$ cat src/rtl/mips32_mem_arbiter.sv
// Single-port RAM arbiter sharing one synchronous memory port between IF, DM and DBG.
// Optional IF starvation guard is compiled in with `define ARB_STARVE_GUARD_EN.
module mips32_mem_arbiter #(
  parameter int AW         = 10,
  parameter int DW         = 32,
  parameter int STARVE_MAX = 4
) (
  input  logic          clk,
  input  logic          rst,
  input  logic          if_req,
  input  logic [AW-1:0] if_addr,
  output logic          if_gnt,
  output logic          if_rvalid,
  input  logic          dm_req,
  input  logic          dm_we,
  input  logic [AW-1:0] dm_addr,
  input  logic [DW-1:0] dm_wdata,
  output logic          dm_gnt,
  output logic          dm_rvalid,
  input  logic          dbg_req,
  input  logic          dbg_we,
  input  logic          dbg_lock,
  input  logic [AW-1:0] dbg_addr,
  input  logic [DW-1:0] dbg_wdata,
  output logic          dbg_gnt,
  output logic          dbg_rvalid,
  output logic [DW-1:0] rdata,
  output logic          mem_en,
  output logic          mem_we,
  output logic [AW-1:0] mem_addr,
  output logic [DW-1:0] mem_wdata,
  input  logic [DW-1:0] mem_rdata
);

  typedef enum logic [1:0] {
    IDLE   = 2'd0,
    SERVE  = 2'd1,
    LOCKED = 2'd2
  } state_e;

  state_e state_q, state_d;
  logic   if_rvalid_q, dm_rvalid_q, dbg_rvalid_q;
  logic   starve_force_s;

`ifdef ARB_STARVE_GUARD_EN
  localparam int SCW = $clog2(STARVE_MAX + 1);
  logic [SCW-1:0] starve_cnt_q, starve_cnt_d;

  assign starve_force_s = (starve_cnt_q >= SCW'(STARVE_MAX));

  // Count consecutive unlocked IF denials; saturate at the limit
  always_comb begin
    starve_cnt_d = starve_cnt_q;
    if (!if_req || if_gnt) begin
      starve_cnt_d = '0;
    end else if (state_q != LOCKED && starve_cnt_q < SCW'(STARVE_MAX)) begin
      starve_cnt_d = starve_cnt_q + SCW'(1);
    end else begin
      starve_cnt_d = starve_cnt_q;
    end
  end

  always_ff @(posedge clk or posedge rst) begin
    if (rst) begin
      starve_cnt_q <= '0;
    end else begin
      starve_cnt_q <= starve_cnt_d;
    end
  end
`else
  assign starve_force_s = 1'b0;
`endif

  // Grant decision; held off during reset so nothing reaches the RAM
  always_comb begin
    if_gnt  = 1'b0;
    dm_gnt  = 1'b0;
    dbg_gnt = 1'b0;
    if (rst) begin
      dbg_gnt = 1'b0;
    end else if (dbg_req) begin
      dbg_gnt = 1'b1;
    end else if (state_q != LOCKED) begin
      if (if_req && starve_force_s) begin
        if_gnt = 1'b1;
      end else if (dm_req) begin
        dm_gnt = 1'b1;
      end else if (if_req) begin
        if_gnt = 1'b1;
      end else begin
        if_gnt = 1'b0;
      end
    end else begin
      dbg_gnt = 1'b0;
    end
  end

  // Steer the granted requester onto the RAM port
  always_comb begin
    mem_en    = if_gnt | dm_gnt | dbg_gnt;
    mem_we    = 1'b0;
    mem_addr  = '0;
    mem_wdata = '0;
    case ({dbg_gnt, dm_gnt, if_gnt})
      3'b100: begin
        mem_we    = dbg_we;
        mem_addr  = dbg_addr;
        mem_wdata = dbg_wdata;
      end
      3'b010: begin
        mem_we    = dm_we;
        mem_addr  = dm_addr;
        mem_wdata = dm_wdata;
      end
      3'b001: begin
        mem_addr  = if_addr;
      end
      default: begin
        mem_we    = 1'b0;
      end
    endcase
  end

  // Lock is sampled at the edge, so grants change the cycle after dbg_lock moves
  always_comb begin
    state_d = state_q;
    if (dbg_lock) begin
      state_d = LOCKED;
    end else begin
      case (state_q)
        IDLE:    state_d = (if_req | dm_req | dbg_req) ? SERVE : IDLE;
        SERVE:   state_d = (if_req | dm_req | dbg_req) ? SERVE : IDLE;
        LOCKED:  state_d = IDLE;
        default: state_d = IDLE;
      endcase
    end
  end

  always_ff @(posedge clk or posedge rst) begin
    if (rst) begin
      state_q      <= IDLE;
      if_rvalid_q  <= 1'b0;
      dm_rvalid_q  <= 1'b0;
      dbg_rvalid_q <= 1'b0;
    end else begin
      state_q      <= state_d;
      if_rvalid_q  <= if_gnt;
      dm_rvalid_q  <= dm_gnt & ~dm_we;
      dbg_rvalid_q <= dbg_gnt & ~dbg_we;
    end
  end

  assign if_rvalid  = if_rvalid_q;
  assign dm_rvalid  = dm_rvalid_q;
  assign dbg_rvalid = dbg_rvalid_q;
  assign rdata      = (if_rvalid_q | dm_rvalid_q | dbg_rvalid_q) ? mem_rdata : '0;

endmodule

$ cat config.mk
export PLATFORM = sky130hd
export DESIGN_NAME = mips32_mem_arbiter
export DESIGN_NICKNAME = d
export VERILOG_FILES = /design/src/rtl/mips32_mem_arbiter.sv
export SDC_FILE = /design/constraint.sdc
export NUM_CORES = 1
export LEC_CHECK = 0
export CAP_MARGIN = 20
export CELL_PAD_IN_SITES_DETAIL_PLACEMENT = 1
export CELL_PAD_IN_SITES_GLOBAL_PLACEMENT = 1
export CORE_ASPECT_RATIO = 1.2
export CORE_MARGIN = 2
export CORE_UTILIZATION = 10
export DETAILED_ROUTE_END_ITERATION = 8
export PLACE_DENSITY_LB_ADDON = 0.1
export SYNTH_ARGS = -nofsm -noshare
export SYNTH_HDL_FRONTEND = slang
export SYNTH_SLANG_ARGS = --single-unit
$ cat constraint.sdc
create_clock -name clk -period 2.55 [get_ports clk]
set_clock_uncertainty 0.05 [all_clocks]
set_input_delay 0.51 -clock clk [delete_from_list [all_inputs] [get_ports clk]]
set_output_delay 0.51 -clock clk [all_outputs]
set_load 0.01 [all_outputs]
Yosys cells after proc, flatten, opt, wreduce, memory -nomap -nowiden
Cells that the tools add are included.

storage, ports and cells
  register bits = 5
  input bits = 134
  output and inout port bits = 82
  word-level logic and storage cells = 39

cells by class
  eq/ne operators = 5
  muxes and demuxes = 18
  bitwise gates (word level) = 10
  reduce and logical (&&, ||, !) cells = 2

operators by type and width
  operator              count
  $pmux W32 S2          1
  $mux W32              1
  $pmux W10 S3          1
  $mux W1               13
  $or A1 B1 Y1          6
  $eq A3 B1 Y1 const B  1
  $eq A3 B2 Y1 const B  1
  $eq A3 B3 Y1 const B  1
  $and A1 B1 Y1         2
  $eq A2 B1 Y1 const B  1
  $logic_not A2 Y1      1
  $mux W2               1
  $ne A2 B2 Y1 const B  1
  $not A1 Y1            2
  $pmux W1 S2           1
  $reduce_or A2 Y1      1

Longest topological paths before layout
  depth after elaboration = 7
  mapped depth = 5
  mapped depth without buffers = 3

Least setup slack after synthesis
No wires, ideal clock.

  path type = input port to output port
  from = input dbg_req
  to = output mem_addr[7]
  arrival = 1.418 ns
  data required time = 1.990 ns
  path slack = 0.572 ns
  stages = 4
  path buffers = 1
  cells stage by stage = or3b_1 > nor3_2 > buf_4 > a221o_1

on the way
  longest elaborated chain between the ends = 4
  elaborated cells on any way between the ends = 10
  those cells by class = 3 x eq/ne; 7 x mux

ends and longest elaborated chain
  item                                        line  RTL
  start, declared                             20    input logic dbg_req,
  $mux W1 *                                   81    end else if (dbg_req) begin
  $mux W1 *                                   79    if (rst) begin
  via if_gnt                                  12    output logic if_gnt,
  $eq A3 B1 Y1, or another cell as far along  104   case ({dbg_gnt, dm_gnt, if_gnt})
  $pmux W10 S3 *                              104
  end, declared                               30    output logic [AW-1:0] mem_addr,

The timed path passes the listed nets; every way through them passes the cells marked *.

Worst setup path in the final report
  from = input rst
  to = output dm_gnt

on the way
  longest elaborated chain between the ends = 1

ends and longest elaborated chain
  item             line  RTL
  start, declared  9     input logic rst,
  $mux W1          79
  end, declared    18    output logic dm_gnt,

Every way passes these cells.

==> flow_metrics.py <==
metrics = {
    "logic_synthesis": {
        "synth_top_area_share": 0.247,
        "ys_top_cells_by_area": "a22o_1 25%, nor2b_1 21%, dfrtp_1 13%",
        "synth_fa_ha_area_frac": 0,
        "synth_xor_area_frac": 0,
        "synth_seq_cells": 5,
        "synth_area_um2": 991,
        "synth_cells": 115,
        "syn_area_per_cell_um2": 8.62,
        "synth_top_family_by_area": "compound AO/OA/AOI/OAI gates",
        "synth-seq-area-share": 0.126,
        "synth_nets": 249,
        "synthMuxAreaShare": 0,
        "synth_warnings": 0,
        "synth-compound-area-share": 0.409,
        "yosys.area.top_type": "a22o_1",
        "ys_types": 20,
        "synth-simple-area-share": 0.365,
    },
    "detailed_routing": {
        "remaining_drc_errors": 0,
        "finalWirelength_mm": 6.87,
        "avgViaCountPerCell": 4.05,
        "drtPass1Iterations": 4,
        "vias": 1884,
        "ant_nets": 0,
        "wl_per_cell_um": 14.8,
        "drt-initial-drc-count": 18,
    },
    "floorplan": {
        "coreArea_um2": 9560,
        "io_pins": 216,
        "rows": 39,
        "die-area_um2": 10700,
        "die_w_um": 94.9,
        "start_util": 0.104,
        "die_h_um": 113,
    },
    "placed_design": {
        "hpwl_mm": 5.86,
        "dp_cells": 454,
        "post_dp_cell_area_um2": 3360,
        "place.gp.congestion": 0.734,
        "portBuffers": 215,
    },
    "layout": {
        "nets": 477,
        "finalInstanceArea_um2": 3480,
        "layout-drive-gt1-share": 0.149,
        "multi_input_area_um2": 788,
        "syn2layout_area_growth_pct": 251,
        "fillers": 1112,
        "regArea_um2": 125,
        "num_antenna_cells": 0,
        "final_cells": 465,
    },
    "global_route": {
        "grt_pass1_vias": 2040,
        "antenna_found_initial": 0,
        "grt_usage": 0.117,
        "grt_start_max_net_pins": 33,
        "grt_pass1_wl_mm": 9.88,
        "overflow": 0,
    },
    "timing": {
        "rsz0062_at_grt": "no",
        "finalCritPeriodShare": 0.980,
        "slew-limit-headroom": 0.801,
        "hold_viol": 0,
        "min_period_ps": 2500,
        "hold_slack_ps": 357,
        "drv_slew": 0,
        "finalSetupViolCount": 0,
        "worst_slew_pin_slew_ps": 299,
        "tns_ps": 0,
        "max_freq_mhz": 400,
    },
    "cts": {
        "cts-hold-fix-buffers": 0,
        "root_buffer": "clkbuf_16",
        "cts_tree": "yes",
        "htree_levels": 1,
        "clockBufferDepth": 2,
        "clkTransAtPathRegs_ps": 30,
        "cts_buffers": 3,
        "insertion_delay_ps": 220,
        "cts.sinks": 5,
    },
    "setup_path": {
        "criticalPathCategory": "input pin to output port",
        "crit_required_ps": 1990,
        "cpMaxStageDelayCell": "clkdlybuf4s50_1",
        "crit_path_end_kind": "output port",
        "worstRegToRegCells": 5,
        "crit_fanout": 15,
        "crit_chain": "dlygate4sd2_1, nor4b_4, buf_6, buf_12, clkdlybuf4s50_1",
        "r2r_slack_ps": 1220,
        "cp_data_arrival_time_ps": 1940,
        "critical_path.max_stage_delay_ps": 560,
        "cp-start-kind": "input pin",
    },
    "pwr": {
        "power.density_nw_per_um2": 234,
        "ir_worst_vdd_mv": 0.158,
        "p_leak_nw": 1.50,
    },
    "run": {
        "drv_cap": 0,
    },
    "status": {
        "status": "finished clean",
    },
    "min_path": {
        "hold_class": "input pin to async pin",
    },
}
worst max-delay path: cells and delay by family:
kind | cells | cell delay [ps]
simple gates | 1 | 270
buf+inv | 4 | 1150
cells in the final DEF (no fill, tap or decap), drive strengths merged, types with 4 or more instances in the layout:
cell type and instances:
dlygate4sd2 39, dfrtp 5, nor3 4, clkdlybuf4s15 5
nor2b 35, clkbuf 4, and2 10, clkdlybuf4s50 166
buf 25, a22o 33, a221o 10
stage by stage:
step / utilization / power [mW] / setup WS, ps
after floorplan: - / 0.223 / 572
after global placement: 0.351 / 0.590 / -486
after detailed placement: 0.351 / 0.591 / -518
after CTS: 0.364 / 0.830 / 10.4
after global routing: 0.364 / 0.864 / 1.39
final: 0.364 / 0.816 / 50.4
layer usage:
layer  up-vias  part of all wire  global-route usage
met2       154              0.51               0.230
li1        890                 -                   -
met5         -                 0                   0
met4         0            0.0020              0.0145
met3         2              0.17              0.0626
met1       838              0.32               0.104
worst paths after layout:
kind                                      startpoint                   end
min in group clk                state_q[1]$_DFF_PP0_  state_q[0]$_DFF_PP0_
max in group asynchronous                        rst  state_q[0]$_DFF_PP0_
worst max-delay path                             rst                dm_gnt
worst min-delay path                             rst   if_rvalid$_DFF_PP0_
worst max register to register  state_q[1]$_DFF_PP0_   dm_rvalid$_DFF_PP0_
worst min register to register  state_q[1]$_DFF_PP0_  state_q[0]$_DFF_PP0_
logic make-up (layout without fill, tap and decap cells):
| kind of cell | count (synthesis) | after routing |
|---|---|---|
| AOI/OAI and AO/OA | 43 | 43 |
| buffers and inverters | 14 | 241 |
| DFF | 5 | 5 |
| and+or+nand+nor | 53 | 53 |
Yosys cell counts:
cell,n
a221o_1,2
a221o_2,8
a22o_1,28
a22o_2,5
and2_0,5
and2_1,5
and2b_1,1
buf_2,4
buf_4,1
buf_6,5
clkbuf_1,3
dfrtp_1,5
inv_1,1
nor2b_1,34
nor2b_4,1
nor3_1,3
nor3_2,1
nor4b_4,1
or3_2,1
or3b_1,1
registers in the layout, summed over array words and instances, names as in the netlist:
signal      count
if_rvalid       1
state_q         2
dbg_rvalid      1
dm_rvalid       1
final cells by class:
type,instances,area share
clock buffers,4,0.0226
inverters,1,0.00108
multi-input cells,96,0.226
flip-flops and latches,5,0.0359
well taps,123,0.0442
repair buffers,236,0.670
power by group:
part	total [mW]	internal, mW	switching (mW)
combinational	0.479	0.331	0.148
sequential	0.0850	0.0828	0.00214
clock	0.252	0.207	0.0455
timing repair:
action                                  4_1_cts  5_1_grt
buffers inserted                              5        0
hold endpoints to repair                      0        0
cloned                                        2        0
pin swaps                                     4        1
resized for setup                            82        0
endpoints found under the setup margin       47        7
(Power assumes the default switching activity.)
